### src/rtl/mem_port_arbiter.sv
// Two-requester arbiter for a single-port unified memory.
// The instruction-fetch (I) port and the data load/store (D) port share the memory.
// One access is in flight at a time. A watchdog aborts any access that runs for
// TIMEOUT cycles without mem_ready and returns it with rsp_err set.
// Optional feature macro: ARB_ROUND_ROBIN_EN. When it is defined, requests that
// collide are granted alternately. When it is undefined, D always beats I.
module mem_port_arbiter #(
  parameter int unsigned ADDR_W  = 32,
  parameter int unsigned DATA_W  = 32,
  parameter int unsigned TIMEOUT = 16   // legal range 2..255
) (
  input  logic              clk,
  input  logic              reset,
  input  logic              if_req,
  input  logic [ADDR_W-1:0] if_addr,
  output logic              if_gnt,
  output logic              if_rvalid,
  output logic [DATA_W-1:0] if_rdata,
  input  logic              dm_req,
  input  logic              dm_we,
  input  logic [ADDR_W-1:0] dm_addr,
  input  logic [DATA_W-1:0] dm_wdata,
  output logic              dm_gnt,
  output logic              dm_rvalid,
  output logic [DATA_W-1:0] dm_rdata,
  output logic              rsp_err,
  output logic              mem_en,
  output logic              mem_we,
  output logic [ADDR_W-1:0] mem_addr,
  output logic [DATA_W-1:0] mem_wdata,
  input  logic [DATA_W-1:0] mem_rdata,
  input  logic              mem_ready,
  output logic              busy
);

  typedef enum logic [1:0] {StIdle, StAccess, StResp} state_e;

  localparam logic [7:0] CntLast = 8'(TIMEOUT - 1);

  state_e            state_q, state_d;
  logic              owner_q, owner_d;     // 1 = D port, 0 = I port
  logic [7:0]        cnt_q, cnt_d;
  logic              if_gnt_q, if_gnt_d, dm_gnt_q, dm_gnt_d;
  logic              if_rvalid_q, if_rvalid_d, dm_rvalid_q, dm_rvalid_d;
  logic [DATA_W-1:0] if_rdata_q, if_rdata_d, dm_rdata_q, dm_rdata_d;
  logic              err_q, err_d;
  logic              mem_en_q, mem_en_d, mem_we_q, mem_we_d;
  logic [ADDR_W-1:0] mem_addr_q, mem_addr_d;
  logic [DATA_W-1:0] mem_wdata_q, mem_wdata_d;
  logic              busy_q, busy_d;
  logic              pick_d;               // winner of the IDLE-cycle arbitration
  logic [DATA_W-1:0] rsp_data;

`ifdef ARB_ROUND_ROBIN_EN
  logic last_q, last_d;                    // last granted owner, 1 = D

  // On a collision, the requester that was not granted last time wins.
  always_comb begin
    pick_d = dm_req;
    if (dm_req && if_req) pick_d = ~last_q;
  end

  // Remember the owner of every grant.
  always_comb begin
    last_d = last_q;
    if (state_q == StIdle && (dm_req || if_req)) last_d = pick_d;
  end

  // Last-owner register; resets to the I port.
  always_ff @(posedge clk or negedge reset) begin
    if (!reset) last_q <= 1'b0;
    else        last_q <= last_d;
  end
`else
  // Fixed priority: the data access belongs to the instruction in flight.
  always_comb pick_d = dm_req;
`endif

  // Stores return zero data; a load returns the word the memory presents.
  always_comb rsp_data = mem_we_q ? '0 : mem_rdata;

  // Next-state and registered-output logic.
  always_comb begin
    state_d     = state_q;
    owner_d     = owner_q;
    cnt_d       = cnt_q;
    mem_en_d    = mem_en_q;
    mem_we_d    = mem_we_q;
    mem_addr_d  = mem_addr_q;
    mem_wdata_d = mem_wdata_q;
    busy_d      = busy_q;
    if_gnt_d    = 1'b0;
    dm_gnt_d    = 1'b0;
    if_rvalid_d = 1'b0;
    dm_rvalid_d = 1'b0;
    if_rdata_d  = '0;
    dm_rdata_d  = '0;
    err_d       = 1'b0;
    case (state_q)
      StIdle: begin
        if (dm_req || if_req) begin
          state_d     = StAccess;
          owner_d     = pick_d;
          cnt_d       = '0;
          mem_en_d    = 1'b1;
          mem_we_d    = pick_d & dm_we;
          mem_addr_d  = pick_d ? dm_addr : if_addr;
          mem_wdata_d = pick_d ? dm_wdata : '0;
          busy_d      = 1'b1;
          dm_gnt_d    = pick_d;
          if_gnt_d    = ~pick_d;
        end
      end
      StAccess: begin
        // mem_ready wins over the watchdog when both happen on the same edge.
        if (mem_ready || cnt_q == CntLast) begin
          state_d     = StResp;
          mem_en_d    = 1'b0;
          mem_we_d    = 1'b0;
          err_d       = ~mem_ready;
          dm_rvalid_d = owner_q;
          if_rvalid_d = ~owner_q;
          if (mem_ready) begin
            if (owner_q) dm_rdata_d = rsp_data;
            else         if_rdata_d = rsp_data;
          end
        end else begin
          cnt_d = cnt_q + 8'd1;
        end
      end
      StResp: begin
        state_d = StIdle;
        busy_d  = 1'b0;
      end
      default: begin
        state_d  = StIdle;
        mem_en_d = 1'b0;
        busy_d   = 1'b0;
      end
    endcase
  end

  // State and output registers. Reset drops any in-flight access silently.
  always_ff @(posedge clk or negedge reset) begin
    if (!reset) begin
      state_q     <= StIdle;
      owner_q     <= 1'b0;
      cnt_q       <= '0;
      if_gnt_q    <= 1'b0;
      dm_gnt_q    <= 1'b0;
      if_rvalid_q <= 1'b0;
      dm_rvalid_q <= 1'b0;
      if_rdata_q  <= '0;
      dm_rdata_q  <= '0;
      err_q       <= 1'b0;
      mem_en_q    <= 1'b0;
      mem_we_q    <= 1'b0;
      mem_addr_q  <= '0;
      mem_wdata_q <= '0;
      busy_q      <= 1'b0;
    end else begin
      state_q     <= state_d;
      owner_q     <= owner_d;
      cnt_q       <= cnt_d;
      if_gnt_q    <= if_gnt_d;
      dm_gnt_q    <= dm_gnt_d;
      if_rvalid_q <= if_rvalid_d;
      dm_rvalid_q <= dm_rvalid_d;
      if_rdata_q  <= if_rdata_d;
      dm_rdata_q  <= dm_rdata_d;
      err_q       <= err_d;
      mem_en_q    <= mem_en_d;
      mem_we_q    <= mem_we_d;
      mem_addr_q  <= mem_addr_d;
      mem_wdata_q <= mem_wdata_d;
      busy_q      <= busy_d;
    end
  end

  assign if_gnt    = if_gnt_q;
  assign dm_gnt    = dm_gnt_q;
  assign if_rvalid = if_rvalid_q;
  assign dm_rvalid = dm_rvalid_q;
  assign if_rdata  = if_rdata_q;
  assign dm_rdata  = dm_rdata_q;
  assign rsp_err   = err_q;
  assign mem_en    = mem_en_q;
  assign mem_we    = mem_we_q;
  assign mem_addr  = mem_addr_q;
  assign mem_wdata = mem_wdata_q;
  assign busy      = busy_q;

endmodule

### config.mk
export PLATFORM = sky130hd
export DESIGN_NAME = mem_port_arbiter
export DESIGN_NICKNAME = d
export VERILOG_FILES = /design/src/rtl/mem_port_arbiter.sv
export SDC_FILE = /design/constraint.sdc
export NUM_CORES = 1
export LEC_CHECK = 0
export BUFFER_PORTS_ARGS = -buffer_cell sky130_fd_sc_hd__buf_2
export CAP_MARGIN = 10
export CORE_MARGIN = 4
export CORE_UTILIZATION = 46
export CTS_CLUSTER_SIZE = 10
export DETAILED_ROUTE_END_ITERATION = 7
export GPL_TIMING_DRIVEN = 0
export PLACE_DENSITY = 0.8
export SLEW_MARGIN = 20
export SYNTH_ARGS = -nofsm -noshare
export SYNTH_HDL_FRONTEND = slang
export SYNTH_SLANG_ARGS = --single-unit
### constraint.sdc
create_clock -name clk -period 1.75 [get_ports clk]
set_input_delay 0.2625 -clock clk [delete_from_list [all_inputs] [get_ports clk]]
set_output_delay 0.2625 -clock clk [all_outputs]
set_load 0.01 [all_outputs]
==> metrics.txt <==
status=complete, no violations; average size of a mapped cell=12.7 um2; Initial DRC Count=320; register bit total from synthesis=147; crit start category=flop; Final Hold Viols=0; die area=13700 um2; Clock transition at path regs=0.06 ns; Fmax=610 MHz; syn_nets=565; Tot GR Track Use=0.211; setup bufs post-CTS=0; dpl cells=842; post-synth top area cell=dfrtp_1; Yosys warning count=0; CP Capture Type=flop; Slew headroom=0.550; Layout Cells excl Fill=874; CP max FO=10; Clock Skew=0.00885 ns; Slew @ Worst Pin=0.675 ns; routability cong.=0.827; dpl hpwl=11200 um; Pre-Repair DR Iteration Count=5; Worst IR Drop VDD=0.000850 V; Area Growth Syn to Fin=39.9%; Vias/cell=5.03; CTS Buf Count=17; Netlist cell types=31; clock latency on the worst-skew pair=0.41 ns; vias in the first global route=4438; share of cells above drive strength 1=0.451; Core Area=11500 um2; post-detailed-route count of antenna-violating nets=0; synth top area cells=dfrtp_1 67%, mux2i_1 5.9%, a22o_1 5.3%; CTS root buf=clkbuf_16; Sink Count=147; Port-buffer cells=268; register area share after synthesis=0.672; Initial Utilization=0.475; Fillers=841; period utilization=0.936; antenna violations before repair=0; worst path arrival time=1.90 ns; Pwr Density=1600 nW/um2; H-tree Lvls=4; number of core rows=39; routed len/inst=16.7 um; total number of vias=4395; first-pass GRT wire length=22300 um; CTS tree=done; Slew Viols, Final=0; top-area cell type share of the netlist area=0.672; DRC Markers=0; Crit Path Class=flop to flop; Worst Hold Class=primary input to flop; leakage=0.00442 uW; nets@finish=853; end-of-flow core utilization=0.664; CP required=2.02 ns; synthesized area=5470 um2; min Tclk post-route=1.64 ns; largest net degree at the start of global routing=86; gr ovfl total=0; clk buf depth=2; diode count=0; die span in x=117 um; I/O pin count=270; final count of negative-setup-slack endpoints=0; Routed WL=14600 um; Maximum Capacitance Violations=0; Mapped Cells=430; die span in y=117 um
path summary, 6_finish.rpt:
path                         startpoint      endpoint  slack [ns]  cells past startpoint
max                          state_q[0]  mem_addr[12]        0.11                      6
min                               dm_we        mem_we        0.07                      3
max reg2reg                  state_q[0]  mem_addr[12]        0.11                      6
min reg2reg                mem_addr[23]  mem_addr[23]        0.48                      2
max in group asynchronous         reset   if_rdata[8]        0.62                      3
min in group asynchronous         reset   if_rdata[1]        0.38                      2
per-layer routing:
metal | vias up | GRT usage | wire, um
li1 | 2073 | - | -
met1 | 2102 | 0.262 | 5880
met2 | 203 | 0.363 | 7480
met3 | 17 | 0.0560 | 1080
met4 | 0 | 0.0680 | 185
met5 | - | 0 | 0
cell type report:
cell class | count | area, um2 | area share
clock buffers | 17 | 425 | 0.0556
multi-input cells | 254 | 1690 | 0.220
flip-flops and latches | 147 | 3680 | 0.481
clock inverters | 15 | 148 | 0.0193
plain buffers | 27 | 141 | 0.0185
inverters | 1 | 3.75 | 0.000491
repair buffers | 270 | 1390 | 0.181
well taps | 143 | 179 | 0.0234
per-stage QoR:
stage / TNS (ns) / power [uW] / hold slack [ns] / cell area (um2) / setup WS (ns)
floorplan: 0 / 6940 / -0.0331 / 5470 / 0.311
global placement: -218.04 / 8590 / 0.461 / 6990 / -1.49
detailed placement: -0.147 / 8720 / 0.223 / 7030 / -0.0256
CTS: 0 / 12300 / 0.0618 / 7620 / 0.0180
global route: -0.0131 / 12900 / 0.0619 / 7650 / -0.0131
finish: 0 / 12200 / 0.0721 / 7650 / 0.112
report_power, final:
group          switching, uW  leakage [uW]  internal (uW)  total, uW
clock                   1490      0.000284           2000       3490
sequential               559       0.00194           4400       4960
combinational           2160       0.00220           1600       3760
total                   4200       0.00442           8000      12200
sequential cells by signal, indices dropped and copies added (netlist names):
name	cells
dm_gnt	1
mem_wdata	32
mem_addr	32
mem_en	1
dm_rdata	32
if_rdata	32
if_gnt	1
owner_q	1
dm_rvalid	1
rsp_err	1
if_rvalid	1
busy	1
mem_we	1
state_q	2
cnt_q	8
placed cells by master (no fill, tap or decap), types with 2 or more instances in the layout:
cell type	synthesis	layout
o31ai_1	2	2
o21ai_0	12	12
inv_6	0	4
and2_1	33	33
a22o_1	33	33
dfrtp_1	147	146
clkinv_2	0	3
a21o_1	2	2
a31oi_1	2	2
buf_2	10	274
clkbuf_16	0	17
nor3_1	4	4
a41oi_1	2	2
nor2_1	10	10
o21ai_1	24	24
xnor2_1	2	2
nand3_1	4	4
nor4_4	2	2
clkbuf_2	0	10
nand2_1	45	45
mux2i_1	32	32
buf_4	0	2
clkinv_4	0	3
and3_1	33	33
inv_8	0	3
clkbuf_1	14	5
nor2b_1	2	2
a21oi_1	2	2
cell usage after synthesis:
| library cell | instances |
|---|---|
| clkbuf_1 | 14 |
| o22ai_1 | 1 |
| nand2b_1 | 1 |
| buf_2 | 10 |
| a21oi_1 | 2 |
| inv_1 | 1 |
| o211ai_1 | 1 |
| and2b_1 | 1 |
| nor2_1 | 10 |
| mux2i_1 | 32 |
| and2_1 | 33 |
| a21o_1 | 2 |
| nand3_1 | 4 |
| buf_1 | 4 |
| a41oi_1 | 2 |
| ha_1 | 1 |
| and3_1 | 33 |
| a21oi_4 | 1 |
| o31ai_1 | 2 |
| o21ai_1 | 24 |
| nand2_1 | 45 |
| nor3_1 | 4 |
| o21ai_0 | 12 |
| nor4_4 | 2 |
| a22o_1 | 33 |
| nor2b_1 | 2 |
| a31oi_1 | 2 |
| or3b_4 | 1 |
| nor3b_2 | 1 |
| xnor2_1 | 2 |
| dfrtp_1 | 147 |
cells by family after synthesis:
logic type                 count (synthesis)  share of synthesized area
muxes                                     32                     0.0585
adders and majority gates                  1                    0.00229
xor gates and xnor gates                   2                    0.00320
AOI/OAI and AO/OA                         82                      0.104
buffers and inverters                     29                     0.0222
and+or+nand+nor                          137                      0.137
DFF                                      147                      0.672
worst max-delay path, cell delays in order, from the launching register on:
cell and delay (ns):
dfrtp_1 0.47, nor2_1 0.26, o21ai_1 0.14, buf_2 0.21, clkbuf_2 0.23, nand2_1 0.11
o21ai_0 0.08
repair_timing:
action                                 in CTS  in global routing
pin swaps                                   0                  1
endpoints found under the hold margin      62                  0
gates resized for setup                     3                 28
gates cloned                                0                  0
hold buffers                                1                  0
setup endpoints to repair                  20                115
No activity file was read; power rests on OpenSTA's default activity.
